[config.mk]
export PLATFORM = sky130hd
export DESIGN_NAME = seq_multiplier
export DESIGN_NICKNAME = d
export VERILOG_FILES = /design/src/rtl/mult_pkg.sv /design/src/rtl/seq_multiplier.sv
export SDC_FILE = /design/constraint.sdc
export NUM_CORES = 1
export LEC_CHECK = 0
export CORE_MARGIN = 5
export CORE_UTILIZATION = 50
export CTS_BUF_LIST = sky130_fd_sc_hd__clkbuf_4
export DETAILED_ROUTE_END_ITERATION = 8
export GPL_ROUTABILITY_DRIVEN = 0
export GPL_TIMING_DRIVEN = 0
export PLACE_DENSITY = 0.83
export SETUP_SLACK_MARGIN = 0.4
export SLEW_MARGIN = 25
export SYNTH_ARGS = -nofsm -noshare
export SYNTH_HDL_FRONTEND = slang
export SYNTH_SLANG_ARGS = --single-unit
[constraint.sdc]
create_clock -name clk -period 2 [get_ports clk]
set_clock_uncertainty 0.15 [all_clocks]
set_input_delay 0.4 -clock clk [delete_from_list [all_inputs] [get_ports clk]]
set_output_delay 0.4 -clock clk [all_outputs]
set_load 0.02 [all_outputs]
[src/rtl/mult_pkg.sv]
// Shared definitions for the sequential multiplier.
// Holds the FSM state type and the default operand width.
package mult_pkg;

  // Default operand width in bits; the product is twice this wide.
  localparam int unsigned DEFAULT_WIDTH = 8;

  typedef enum logic [1:0] {
    IDLE = 2'd0,
    CALC = 2'd1,
    DONE = 2'd2
  } state_t;

endpackage

[src/rtl/seq_multiplier.sv]
// Radix-2 shift-add unsigned multiplier.
// One partial-product step per clock; WIDTH steps per operation.
// Ports:
//   clk      system clock, rising edge
//   rst      synchronous active-low reset
//   start    level-sampled request, accepted only in IDLE
//   a, b     unsigned multiplicand / multiplier, captured at the accepting edge
//   busy     high while a multiplication is in progress
//   done     one-cycle pulse marking a new product
//   product  a*b, held until the next result (or reset)
module seq_multiplier
  import mult_pkg::*;
#(
  parameter int unsigned WIDTH = DEFAULT_WIDTH
) (
  input  logic                 clk,
  input  logic                 rst,
  input  logic                 start,
  input  logic [WIDTH-1:0]     a,
  input  logic [WIDTH-1:0]     b,
  output logic                 busy,
  output logic                 done,
  output logic [2*WIDTH-1:0]   product
);

  localparam int unsigned CW = $clog2(WIDTH + 1);
  localparam int unsigned AW = 2 * WIDTH + 1;

  state_t           state;
  state_t           state_nxt;
  logic [WIDTH-1:0] mcand;
  logic [WIDTH-1:0] mplier;
  logic [AW-1:0]    acc;
  logic [CW-1:0]    cnt;

  logic [WIDTH:0]   sum;
  logic [AW-1:0]    acc_step;
  logic [CW-1:0]    cnt_dec;
  logic             last;

  // Datapath step: add into the upper WIDTH+1 bits so the carry survives the shift.
  always_comb begin
    sum      = acc[AW-1:WIDTH] + (mplier[0] ? {1'b0, mcand} : '0);
    acc_step = {sum, acc[WIDTH-1:0]} >> 1;
    cnt_dec  = cnt - CW'(1);
    last     = (cnt == CW'(1));
  end

  // Next-state decode.
  always_comb begin
    state_nxt = state;
    case (state)
      IDLE:    if (start) state_nxt = CALC;
      CALC:    if (last)  state_nxt = DONE;
      DONE:    state_nxt = IDLE;
      default: state_nxt = IDLE;
    endcase
  end

  // All state; busy/done are registered from the current state, so they
  // trail the FSM by one cycle and can never overlap.
  always_ff @(posedge clk) begin
    if (!rst) begin
      state   <= IDLE;
      mcand   <= '0;
      mplier  <= '0;
      acc     <= '0;
      cnt     <= '0;
      busy    <= 1'b0;
      done    <= 1'b0;
      product <= '0;
    end else begin
      state <= state_nxt;
      busy  <= (state == CALC);
      done  <= (state == DONE);
      case (state)
        IDLE: begin
          if (start) begin
            mcand  <= a;
            mplier <= b;
            acc    <= '0;
            cnt    <= CW'(WIDTH);
          end
        end
        CALC: begin
          acc    <= acc_step;
          mplier <= mplier >> 1;
          cnt    <= cnt_dec;
          if (last) product <= acc_step[2*WIDTH-1:0];
        end
        default: ;
      endcase
    end
  end

endmodule

; Word-level counts from Yosys, hierarchy flattened
; Index checks and enable logic that the tools add are counted.
[totals]
register_bits = 57
in_bits = 19
output_inout_bits = 18
word_cells = 31
[classes]
addsub = 2
eq_ne = 5
muxes = 10
n_reduce_logical = 6
[op_table]
columns = cell, n
row1 = $pmux W17 S2, 1
row2 = $mux W17, 1
row3 = $mux W8, 2
row4 = $pmux W8 S2, 1
row5 = $add A9 B8 Y9, 1
row6 = $pmux W4 S2, 1
row7 = $reduce_and A2 Y1, 4
row8 = $eq A4 B1 Y1 const B, 1
row9 = $mux W2, 2
row10 = $mux W4, 1
row11 = $ne A2 B2 Y1 const B, 2
row12 = $pmux W2 S2, 1
row13 = $sub A4 B1 Y4 const B, 1
row14 = $eq A2 B1 Y1 const B, 1
row15 = $eq A2 B2 Y1 const B, 1
row16 = $logic_not A2 Y1, 1
row17 = $reduce_bool A2 Y1, 1

; Depth between registers and ports, before layout
; Gate-level depths: netlist of run 1.
[logic_depth]
depth_word = 3
depth_mapped = 8
depth_no_buf = 7

; Worst setup path before layout of run 1
; Ideal clock, no wire load.
[synth_timing]
kind = reg2reg
startpoint = register mplier[0]
endpoint = register acc[13]
setup_time_ps = 106
arrival_ps = 1878
t_required_ps = 1744
setup_slack_ps = -134
path_stages_with_launch = 8
path_buffers = 0
synth_period_minus_slack_ps = 2134
path_cell_list = dfxtp_1 > and2_1 > ha_1 > fa_1 > a21oi_1 > o21ai_0 > a2111o_1 > o311ai_0
[synth_between]
elab_chain_cells = 3
[synth_lines]
columns = element, line
row1 = "start, declared", seq_multiplier.sv:32  ; logic [WIDTH-1:0] mplier;
row2 = "start signal, assigned", seq_multiplier.sv:87  ; mplier <= mplier >> 1;
row3 = $mux W8, seq_multiplier.sv:43  ; sum = acc[AW-1:WIDTH] + (mplier[0] ? {1'b0, mcand} : '0);
row4 = $add A9 B8 Y9, seq_multiplier.sv:43
row5 = $pmux W17 S2, seq_multiplier.sv:76  ; case (state)
row6 = "end signal, assigned", seq_multiplier.sv:86  ; acc <= acc_step;
row7 = "end, declared", seq_multiplier.sv:33  ; logic [AW-1:0] acc;
; Every way passes these cells.
; A chain may end at the register's enable or synchronous reset.

; Worst setup path after layout of run 1
[layout_timing]
startpoint = register mplier[0]
endpoint = register acc[11]
; The elaborated chain is that of the path after synthesis.

==> impl_metrics.ini, run 1 <==
[power]
p_sw_w = 0.000622
p_leak_nw = 1.45
p_per_area_nw_per_um2 = 602
pwr-share-clk_pct = 33.1
seq_power_share_pct = 49.6
ir_drop_mv = 0.497
combPwrFrac_pct = 17.3
swShare_pct = 26.5
p_int_w = 0.00173

[yosys]
synth_top_area_share_pct = 43.6
ys_dominant_reg_cell = dfxtp_1
avgSynthCellArea_um2 = 8.44
syn-instance-count = 299
yosysSeqAreaShare_pct = 43.6
synth_nets = 329
syn_area_um2 = 2520
synth-seq-cells = 55
yosys-top-cells-count = nand2_1 (63), dfxtp_1 (55), a21boi_0 (38)
ys_warn_count = 0
yosysMostFrequentCell = nand2_1
async_reset_ff_share_pct = 0
synth_area_leader_cell = dfxtp_1
ys_types = 40
netlist_top_cells_area = dfxtp_1 (44%), a21boi_0 (11%), nand2_1 (9.4%)
synth_edf_count = 0

[route]
drc_errors = 0
wirelength_um = 9550
via_per_inst = 6.34
firstDrtPassIters = 6
vias = 2785
drtIter0Drc = 364
drtAntennaViolNets = 0
wire_per_inst_um = 21.7

[min_path]
hp-class = reg2reg

[floorplanning]
die-area_um2 = 6570
ios = 37
die-width_um = 81.1
core_area_um2 = 4820
rows = 25
fp.dieH_um = 81.1
initial_utilization_pct = 52.4

[placed_design]
io_buffers = 35
dp_hpwl_um = 4260
dp_slack_ps = -222

[grt]
grt_first_pass_wirelength_um = 12700
globalRouteTotalUtil_pct = 25.1
grt_overflow_total = 0
grt_pass1_vias = 2538
grt_max_degree = 17
grt_antenna_before_repair = 0

[clock_network]
clock_sinks = 55
cts_tree = yes
clock_latency_ps = 400
cts.clk_slew.worst_paths_ps = 160
ctsRootBufferMaster = clkbuf_4
cts_buffers = 5
clockBufferDepth = 2
htree_levels = 2

[setup_path]
cp-end-kind = register
cp.required_ps = 2150
critPathKind = reg2reg
arrival_ps = 2330
path_max_fanout = 6
start_kind = register

[sta]
max_slew_margin_pct = 56.4
finalHoldViolCount = 0
tightest_slew_ps = 654
setup_viol = 9
rsz0062_at_grt = yes
min_period_ps = 2180
finalMaxSlewViolations = 0
fmax_mhz = 460
finalCritPeriodShare_pct = 109
setup_ws_ps = -176

[status]
violations = setup timing
status = complete, but fails checks

[run]
drv_cap = 0

[final_layout]
ff_latch_area_um2 = 1120
finalNetCount = 401
area_growth_pct = 54.5
diodes = 0
utilization_pct = 81.0
drive_above_1_share_pct = 42.5
multi_input_area_um2 = 1800
fill_cells = 276
==> logic make-up after synthesis <==
group | count (synthesis) | share of synthesized area, %
xor+xnor | 2 | 0.694
flops | 55 | 43.6
buf+inv | 28 | 4.31
fa+ha+maj | 11 | 5.75
compound gates | 77 | 22.2
simple gates | 126 | 23.4
==> power by group through the flow <==
stage / clock, W / sequential (W) / combinational (W)
after floorplan: 0 / 0.00118 / 0.000152
final: 0.000778 / 0.00116 / 0.000406
after global routing: 0.000811 / 0.00117 / 0.000423
after global placement: 0 / 0.00118 / 0.000239
after detailed placement: 0 / 0.00118 / 0.000243
after CTS: 0.000753 / 0.00116 / 0.000328
==> layout make-up <==
| type | instances | share of cell area, % |
|---|---|---|
| clock buffers | 6 | 1.15 |
| clock inverters | 2 | 1.54 |
| flip-flops and latches | 55 | 28.7 |
| multi-input cells | 216 | 46.1 |
| repair buffers | 65 | 16.0 |
| well taps | 67 | 2.15 |
| inverters | 8 | 0.834 |
| plain buffers | 20 | 3.56 |
==> registers in the layout (all words and copies together) (netlist names) <==
signal,cells
product,16
acc,15
mcand,8
mplier,8
cnt,4
state,2
busy,1
done,1
==> routing by layer <==
| layer | vias up | track usage [%] | share of wire [%] |
|---|---|---|---|
| met1 | 1335 | 31.1 | 38 |
| met3 | 62 | 4.43 | 7.7 |
| li1 | 1191 | - | - |
| met5 | - | 0 | 0 |
| met2 | 197 | 43.3 | 49 |
| met4 | 0 | 9.63 | 5.7 |
==> what timing repair did <==
item | 4_1_cts | 5_1_grt
endpoints found under the setup margin | 71 | 64
hold buffers | 0 | 0
resized for setup | 135 | 95
cloned | 2 | 0
pin swaps | 22 | 34
setup buffers | 23 | 5
==> worst paths after layout <==
| check | start | endpoint | slack [ps] | cells after the start |
|---|---|---|---|---|
| worst max register to register | mplier[0] | acc[11] | -180 | 8 |
| worst min-delay path | product[1] | product[1] | 320 | 2 |
| worst min register to register | product[1] | product[1] | 320 | 2 |
| worst max-delay path | mplier[0] | acc[11] | -180 | 8 |
==> worst max-delay path, stage by stage, from the launching register on <==
cell and delay, ps:
dfxtp_4 400, and2_4 150, ha_4 160, fa_2 400
a21oi_4 190, buf_4 150, o21bai_1 90, xnor2_1 280
o21ai_1 120
==> metrics by stage <==
| step | power, W | TNS, ps | hold slack, ps | cells | cell area, µm² |
|---|---|---|---|---|---|
| final | 0.00235 | -980 | 319 | 439 | 3900 |
| after global routing | 0.00240 | -1260 | 333 | 439 | 3900 |
| after CTS | 0.00224 | -95.0 | 318 | 434 | 3630 |
| after detailed placement | 0.00142 | -3670 | 295 | 401 | 3030 |
| after global placement | 0.00142 | -2210 | 292 | 401 | 3030 |
| after floorplan | 0.00133 | 0 | 289 | 299 | 2600 |
==> cell usage in the layout (no fill, tap or decap), types with 8 or more instances in the layout <==
master and n:
a21boi_0 23, a21boi_2 10, buf_4 13, buf_6 19, clkbuf_2 8, clkbuf_4 10
clkdlybuf4s50_1 17, dfxtp_1 42, dfxtp_2 12, ha_4 9, nand2_1 45, nand2_2 9
nand2_4 9, nand3_1 19
Note: power is estimated with default switching activity, not from simulation.
==> run 2: changes to the inputs <==
Settings changed: MAX_ROUTING_LAYER set to met4.
==> run 2 against run 1 <==
Critical path depth stayed put. The flow still finishes with violations (setup timing). Fmax is 0.16% lower. Design area stayed put. Largest cell class unchanged. Die area stayed put. Largest power group unchanged. Critical endpoint unchanged.
==> impl_metrics.ini, run 2 (synthesis results as in run 1) <==
[power]
p_int_w = 0.00173
pwr-share-clk_pct = 32.9
swShare_pct = 26.3
combPwrFrac_pct = 17.4
p_sw_w = 0.000616
p_per_area_nw_per_um2 = 600
p_leak_nw = 1.45
seq_power_share_pct = 49.7
finalPower_w = 0.00234
ir_drop_mv = 0.492

[clock_network]
clock_latency_ps = 390
htree_levels = 2
ctsRootBufferMaster = clkbuf_4
cts_buffers = 5
clockBufferDepth = 2
cts.clk_slew.worst_paths_ps = 160
cts_tree = yes
clock_sinks = 55

[sta]
max_slew_margin_pct = 54.0
setup_ws_ps = -180
min_period_ps = 2180
finalHoldViolCount = 0
tightest_slew_ps = 690
hold_ws_ps = 320
finalMaxSlewViolations = 0
setup_viol = 9
finalCritPeriodShare_pct = 109
fmax_mhz = 459
fin_setup_tns_ps = -852
rsz0062_at_grt = yes

[min_path]
hp-class = reg2reg
holdPathEnd = product[1]
hp-start = product[1]
whs_path_depth = 2

[grt]
grt_antenna_before_repair = 0
grt_overflow_total = 0
grt_pass1_vias = 2538
grt_first_pass_wirelength_um = 12600
grt_max_degree = 17
globalRouteTotalUtil_pct = 25.8

[setup_path]
ff2ff_setup_slack_ps = -180
reg2reg_from = mplier[0]
start_kind = register
path_cells = and2_4 > ha_4 > fa_2 > a21oi_4 > buf_4 > o21bai_1 > xnor2_1 > o21ai_1
critPathKind = reg2reg
cp_slowest_cell = dfxtp_4
reg2reg_depth = 8
regToRegEndpoint = acc[11]
cp-end-kind = register
arrival_ps = 2320
max_stage_delay_ps = 400
path_max_fanout = 6
cp.required_ps = 2140
critical-path-top-delay-family = adder cells
crit_buf_inv = 1

[placed_design]
placed_area_um2 = 3030
dp_hpwl_um = 4260
io_buffers = 35

[route]
firstDrtPassIters = 8
wl_met2_um = 4630
wirelength_um = 9550
wl_met1_um = 3510
via_per_inst = 6.33
topRoutingLayerUsed = met4
drtIter0Drc = 380
wire_per_inst_um = 21.8
wl_met3_um = 818
drc_errors = 0
vias = 2779
drtAntennaViolNets = 0

[final_layout]
utilization_pct = 81.0
fill_cells = 276
layout_common_cells = nand2_1 (45), dfxtp_1 (42), a21boi_0 (23)
top_register = product
largest_reg_flops = 16
area_growth_pct = 54.5
largest_registers = product: 16 flops, acc: 15 flops
drive_above_1_share_pct = 42.5
final_common_cell = nand2_1
finalNetCount = 401
diodes = 0
postLayoutCellArea_um2 = 3900

[floorplanning]
die-area_um2 = 6570
rows = 25
initial_utilization_pct = 52.4
fp.dieH_um = 81.1
ios = 37
core_area_um2 = 4820
die-width_um = 81.1

[run]
drv_cap = 0

[status]
violations = setup timing
status = complete, but fails checks
run 2: cell counts in the layout (fill, tap and decap cells not counted):
No cell type changed its count.
run 2: worst reg2reg max path: cells and delay by family (launching register included):
kind	cells	cell delay, ps
buffers and inverters	1	150
DFF	1	400
xor gates and xnor gates	1	280
AOI/OAI and AO/OA	3	400
adders and majority gates	2	560
and+or+nand+nor	1	150
run 2: layout make-up:
type	instances	area, µm²	area share, %
multi-input cells	216	1800	46.1
clock buffers	6	45.0	1.15
plain buffers	20	139	3.56
clock inverters	2	60.1	1.54
flip-flops and latches	55	1120	28.7
well taps	67	83.8	2.15
inverters	8	32.5	0.834
repair buffers	65	624	16.0
run 2: worst max-delay path by stage:
stage,start,to,slack (ps),cells past startpoint
6_report,mplier[0],acc[11],-180,8
5_1_grt,mplier[0],acc[11],-210,8
4_1_cts,mplier[0],acc[13],-60,7
3_5_place_dp,start,mplier[0],-220,5
3_3_place_gp,start,mplier[0],-210,5
2_1_floorplan,mplier[0],product[13],60,7
run 2: routing by layer:
metal	track usage [%]	vias to the layer above
met1	30.8	1306
met5	-	-
li1	-	1195
met3	4.43	73
met2	43.7	205
met4	9.12	0
run 2: per-stage QoR:
stage / setup slack, ps / cells
after floorplan: 60.8 / 299
after global placement: -207 / 401
after detailed placement: -222 / 401
after CTS: -56.6 / 434
after global routing: -209 / 439
final: -180 / 439
run 2: timing repair:
item                                    CTS  global route
hold buffers                              0             0
setup buffers                            23             5
endpoints found under the setup margin   71            64
resized for setup                       135            95
cloned                                    2             0
pin swaps                                22            34
run 2: power groups by stage:
stage	Sequential, W	Combinational [W]	Clock (W)
after global routing	0.00117	0.000422	0.000811
after CTS	0.00116	0.000328	0.000753
after floorplan	0.00118	0.000152	0
after detailed placement	0.00118	0.000243	0
after global placement	0.00118	0.000239	0
final	0.00116	0.000407	0.000771
